**config.mk**
```make
export PLATFORM = sky130hd
export DESIGN_NAME = elastic_buffer_struct
export DESIGN_NICKNAME = d
export VERILOG_FILES = /design/src/rtl/core_common_pkg.sv /design/src/rtl/elastic_buffer_struct.sv
export SDC_FILE = /design/constraint.sdc
export NUM_CORES = 1
export LEC_CHECK = 0
export ABC_CLOCK_PERIOD_IN_PS = 3800
export CORE_MARGIN = 2
export CORE_UTILIZATION = 45
export DETAILED_ROUTE_END_ITERATION = 12
export DONT_BUFFER_PORTS = 1
export MAX_ROUTING_LAYER = met4
export PLACE_DENSITY = 0.6
export SYNTH_ARGS = -nofsm -noshare
export SYNTH_HDL_FRONTEND = slang
export SYNTH_SLANG_ARGS = --single-unit
```
**constraint.sdc**
```tcl
create_clock -name clk -period 3.8 [get_ports clk]
set_input_delay 0.76 -clock clk [delete_from_list [all_inputs] [get_ports clk]]
set_output_delay 0.76 -clock clk [all_outputs]
set_load 0.01 [all_outputs]
```
**src/rtl/core_common_pkg.sv**
```systemverilog
// Shared payload types carried through the pipeline's elastic buffers.
// The decode, rename and issue stages all exchange these packets.
package core_common_pkg;

    typedef struct packed {
        logic [3:0] tag;
        logic [7:0] value;
    } uop_t;

    // A uop whose tag is taken from the low nibble of its value.
    function automatic uop_t make_uop(input logic [7:0] value);
        uop_t u;
        u.tag   = value[3:0];
        u.value = value;
        return u;
    endfunction

endpackage

```
**src/rtl/elastic_buffer_struct.sv**
```systemverilog
// Circular-array elastic buffer for a generic payload type, with flush on mispredict.
// ready_in, valid_out, data_out and almost_full are driven purely from registered state.
module elastic_buffer_struct #(
    parameter type T        = logic,
    parameter int  DEPTH    = 4,
    parameter int  AF_LEVEL = DEPTH - 1
) (
    input  logic                       clk,
    input  logic                       reset,
    input  logic                       mispredict,
    input  logic                       valid_in,
    output logic                       ready_in,
    input  T                           data_in,
    output logic                       valid_out,
    input  logic                       ready_out,
    output T                           data_out,
    output logic [$clog2(DEPTH+1)-1:0] count,
    output logic                       almost_full
);
    import core_common_pkg::*;

    localparam int PTR_W = $clog2(DEPTH);
    localparam int CNT_W = $clog2(DEPTH + 1);

    T                 mem [DEPTH];
    logic [PTR_W-1:0] head;
    logic [PTR_W-1:0] tail;
    logic             enq;
    logic             deq;

    assign ready_in    = (count != CNT_W'(DEPTH));
    assign valid_out   = (count != '0);
    assign data_out    = mem[head];
    assign almost_full = (count >= CNT_W'(AF_LEVEL));

    assign enq = valid_in && ready_in;
    assign deq = valid_out && ready_out;

    // DEPTH is a power of two, so pointer overflow is the modulo wrap.
    always_ff @(posedge clk or negedge reset) begin
        if (!reset) begin
            head  <= '0;
            tail  <= '0;
            count <= '0;
        end else if (mispredict) begin
            head  <= '0;
            tail  <= '0;
            count <= '0;
        end else begin
            if (enq) tail <= tail + PTR_W'(1);
            if (deq) head <= head + PTR_W'(1);
            case ({enq, deq})
                2'b10:   count <= count + CNT_W'(1);
                2'b01:   count <= count - CNT_W'(1);
                default: count <= count;
            endcase
        end
    end

    // Storage is deliberately left out of reset; it is only observed through valid_out.
    always_ff @(posedge clk) begin
        if (enq && !mispredict) mem[tail] <= data_in;
    end

endmodule
```
# [Word level (Yosys, flattened, before mapping)]
# Memories as Yosys holds them, arrays and structs flattened.
# Cells that the tools add are included.
[word_totals] in_bits=6 output_inout_bits=7 regBits=7 wordCells=28 mem_bits_rw=4 memories=1
[op_classes] add_sub_neg=4 n_reduce_logical=8 order_cmp=1 n_eq_ne=3 n_mux=8
[memory_table] name="mem" depth=4 word_bits=1 read_ports=1 rd_ports_with_merged_regs=0 wr=1 line="elastic_buffer_struct.sv:25" source="T mem [DEPTH];"
[ops] cell="2-bit two-way mux" count=4
[ops] cell="3-bit one-hot mux with 2 select lines" count=1
[ops] cell="3-bit nonzero test" count=2
[ops] cell="2-bit by 1-bit adder with 2-bit output (second input constant)" count=2
[ops] cell="2-bit nonzero test" count=2
[ops] cell="3-bit by 1-bit adder with 3-bit output (second input constant)" count=1
[ops] cell="3-bit by 2-bit greater-or-equal comparator with 1-bit output (second input constant)" count=1
[ops] cell="1-bit logical AND" count=3
[ops] cell="3-bit two-way mux" count=1
[ops] cell="3-bit != test (second input constant)" count=1
[ops] cell="3-bit by 1-bit subtractor with 3-bit output (second input constant)" count=1
[ops] cell="2-bit by 1-bit equality test with 1-bit output (second input constant)" count=1
[ops] cell="2-bit equality test (second input constant)" count=1
[ops] cell="1-bit two-way mux" count=2
[ops] cell="1-bit zero test" count=1

# [Logic depth before layout (Yosys ltp)]
[depth] ltp_word=5 ltp_mapped=7 mapped_depth_nobuf=6

# [Worst setup path after synthesis]
# OpenSTA, ideal clock, no wires.
[synth_path] kind="input-to-reg" startpoint="input port ready_out" endpoint="register count[1]" required_ps=3689 arrival_time_ps=2079 setup_ps=111 n_path_buf=1 cell_stages=7 setup_slack_ps=1609 path_cell_list="buf_4 > o31ai_2 > a21oi_1 > fa_1 > nor2_1 > o21a_1 > a2111oi_2"
[synth_between] elab_chain_len=4 word_cells_on_any_way=6 classes_between="2 x eq/ne; 2 x mux; 2 x reduce/logical"
[synth_lines] element="from (decl)" line="elastic_buffer_struct.sv:15" source="input logic ready_out,"
[synth_lines] element="1-bit logical AND (*)" line="elastic_buffer_struct.sv:37" source="assign deq = valid_out && ready_out;"
[synth_lines] element="2-bit by 1-bit equality test with 1-bit output or 2-bit equality test (tied branches)" line="elastic_buffer_struct.sv:52" source="case ({enq, deq})"
[synth_lines] element="3-bit one-hot mux with 2 select lines" line="elastic_buffer_struct.sv:52"
[synth_lines] element="3-bit two-way mux" line="elastic_buffer_struct.sv:45" source="end else if (mispredict) begin"
[synth_lines] element="to (signal assigned)" line="elastic_buffer_struct.sv:53" source="2'b10: count <= count + CNT_W'(1);"
[synth_lines] element="to (signal assigned)" line="elastic_buffer_struct.sv:54" source="2'b01: count <= count - CNT_W'(1);"
[synth_lines] element="to (signal assigned)" line="elastic_buffer_struct.sv:55" source="default: count <= count;"
[synth_lines] element="to (decl)" line="elastic_buffer_struct.sv:17" source="output logic [$clog2(DEPTH+1)-1:0] count,"
# Every way passes the cells marked *; elsewhere a longest branch is shown, timed or not.
# A chain may end at the register's enable or synchronous reset.

# [Worst setup path after layout]
[layout_path] startpoint="register count[2]" endpoint="output port ready_in"
[layout_between] elab_chain_len=1
[layout_lines] element="3-bit != test" line="elastic_buffer_struct.sv:31" source="assign ready_in = (count != CNT_W'(DEPTH));"
[layout_lines] element="to (decl)" line="elastic_buffer_struct.sv:12" source="output logic ready_in,"
# No other way between the ends.

==> run summary <==
Reg clk slew, reported paths: 0.08 ns
Number of instances in the placed design: 83
Final hold vios: 0
Critical Path End Type: primary output
WP buf/inv: 1
Slew margin rel.: 0.633
Crit path max-delay family: flip-flops
Fin crit period: 2.28 ns
Met1 Use GR: 0.208
Top cell type's share of synthesized area: 0.228
Net count, final: 83
# DRC: 0
Maximum root-to-sink buffer count: 2
Final Core Density: 0.499
Final Max Tran Viols: 0
Post-synthesis sequential area ratio: 0.384
Clk_lat worst skew: 0.27 ns
Critical Path, Cell by Cell: nor3b_2 > inv_1
Placed cell areas: 752 um^2
CTS tree: yes
Overall Power: 0.335 mW
Detailed Routing Iterations Pass 1: 4
RSZ-0062 raised after global routing: no
Post_cts resized: 0
Clock Tree Root: clkbuf_4
Worst setup margin: 1.52 ns
FFs w/ async S/R, synth: 0.636
Cells after synthesis: 73
Worst Tran Pin Value: 0.550 ns
Worst hold-check path type: in -> async
Power per cell area: 431 nW/um^2
I/O pin cnt: 13
Row count: 14
Vias in the first global route: 479
Syn nets: 84
Post-CTS Setup Bufs: 0
Die Wd: 45.4 um
Die Height: 45.4 um
FF+latch count, synth: 11
Top post-synthesis cells by area: dfrtp_1 (23%), edfxtp_1 (16%), ha_1 (6.5%)
Top FF cell, synth: dfrtp_1
Commonest non-fill, non-tap cell in the layout: dfrtp_1
Tot GR Track Use: 0.155
First-pass GRT wire length: 2.17 mm
Synthesized area: 769 um^2
Status: finished, final reports clean
Mean post-synth cell area: 10.5 um^2
Yosys cell types: 35
Crit-path max cell delay: 0.69 ns
Share of cells above drive strength 1: 0.169
Worst Setup Start Kind: flop
Finished Layout Cells: 87
Via count: 534
Antenna viol nets, final: 0
H-tree depth: 1
Ant diodes: 0
Hold slack: 0.171 ns
Grt met3 use: 0.0400
Largest net degree at the start of global routing: 16
Initial Util: 0.494
Peak VDD IR: 0.222 mV
Clk sinks: 11
CP Class: reg -> out
F_max: 438 MHz
PortBufs: 0
Arr. time, crit path: 1.52 ns
Clk_skew: 0.00722 ns
Hpwl dp: 987 um
Max-Cap Viols: 0
Avg Vias per Cell: 6.14
Endpoints failing setup: 0
Critical-path maximum fanout: 14
P_leak: 0.319 nW
Core ar.: 1560 um^2
Largest area contributor in the netlist: dfrtp_1
Met2 global-route usage: 0.217
Critical path required time: 3.04 ns
Post-route setup TNS: 0 ns
Initial antenna violation count: 0
Post-synth EDFFs: 4
Pre-CTS WS: 1.60 ns
Finished Cell Area: 778 um^2
Area grow syn2layout: 1.14%
Initial detailed-routing violation count: 7
Synthesis Warnings: 0
Most frequent cells in the layout: dfrtp_1 (7), a21oi_1 (6), inv_1 (5), and2_1 (5)
Wirelength per Cell: 15.5 um
Gr ovfl total: 0
Cts bufs inserted: 3
GP Congestion: 0.721
Die area: 2060 um^2
Final WL: 1.35 mm
Hold bufs inserted after CTS: 0
Crit path max-delay cell type: dfrtp_1
Final Cycle Share: 0.600
Top Usage Layer GRT: met2
-- synthesized netlist by cell type, drive strengths merged (2+ instances only) --
master and instances:
buf 5, a21oi 6, and2 5, ha 4, nor3b 2, nor3 2
o22ai 2, dfrtp 7, nand3 2, inv 6, edfxtp 4, nor2 3
xor2 3, o21ai 4, nand2b 2, and3b 2
-- flip-flops by register name (all words and copies together) (netlist names) --
signal,cells
mem,4
count,3
head,2
tail,2
-- per-layer routing --
layer,wire (um),vias up,part of all wire
met3,67,5,0.050
met4,27,0,0.020
met2,586,20,0.43
met1,666,251,0.49
li1,-,258,-
met5,0,-,0
-- cells by family after synthesis --
kind of cell | share of synthesized area
compound gates | 0.194
fa+ha+maj | 0.0911
mux | 0.0439
xor+xnor | 0.0342
simple gates | 0.176
buf+inv | 0.0780
flops | 0.384
-- power by group --
part	total, mW	internal (mW)	switching, mW
Combinational	0.0851	0.0434	0.0417
Sequential	0.168	0.135	0.0333
Clock	0.0820	0.0407	0.0413
Total	0.335	0.219	0.116
-- path summary, 6_finish.rpt --
check	slack, ns	cells after the start	from	end
min in group clk	0.53	1	mispredict	count[1]
worst min register to register	0.55	2	head[1]	head[1]
worst max register to register	1.59	6	count[0]	count[1]
max in group asynchronous	3.55	0	reset	tail[1]
worst max-delay path	1.52	2	count[2]	ready_in
worst min-delay path	0.17	0	reset	count[1]
-- final cells by class --
cell class,count,area (um^2)
clock buffer,4,26.3
fill,145,781
inverter,6,22.5
multi-input combinational,50,414
sequential,11,295
tap,16,20.0
-- worst reg2reg max path: stages, from the launching register on --
cell and delay [ns]:
dfrtp_1 0.59, o31ai_2 0.38, a21oi_1 0.09, fa_1 0.51, nor2_1 0.05, o21a_1 0.18
a2111oi_2 0.31
Power figures use the tool's default switching activity.
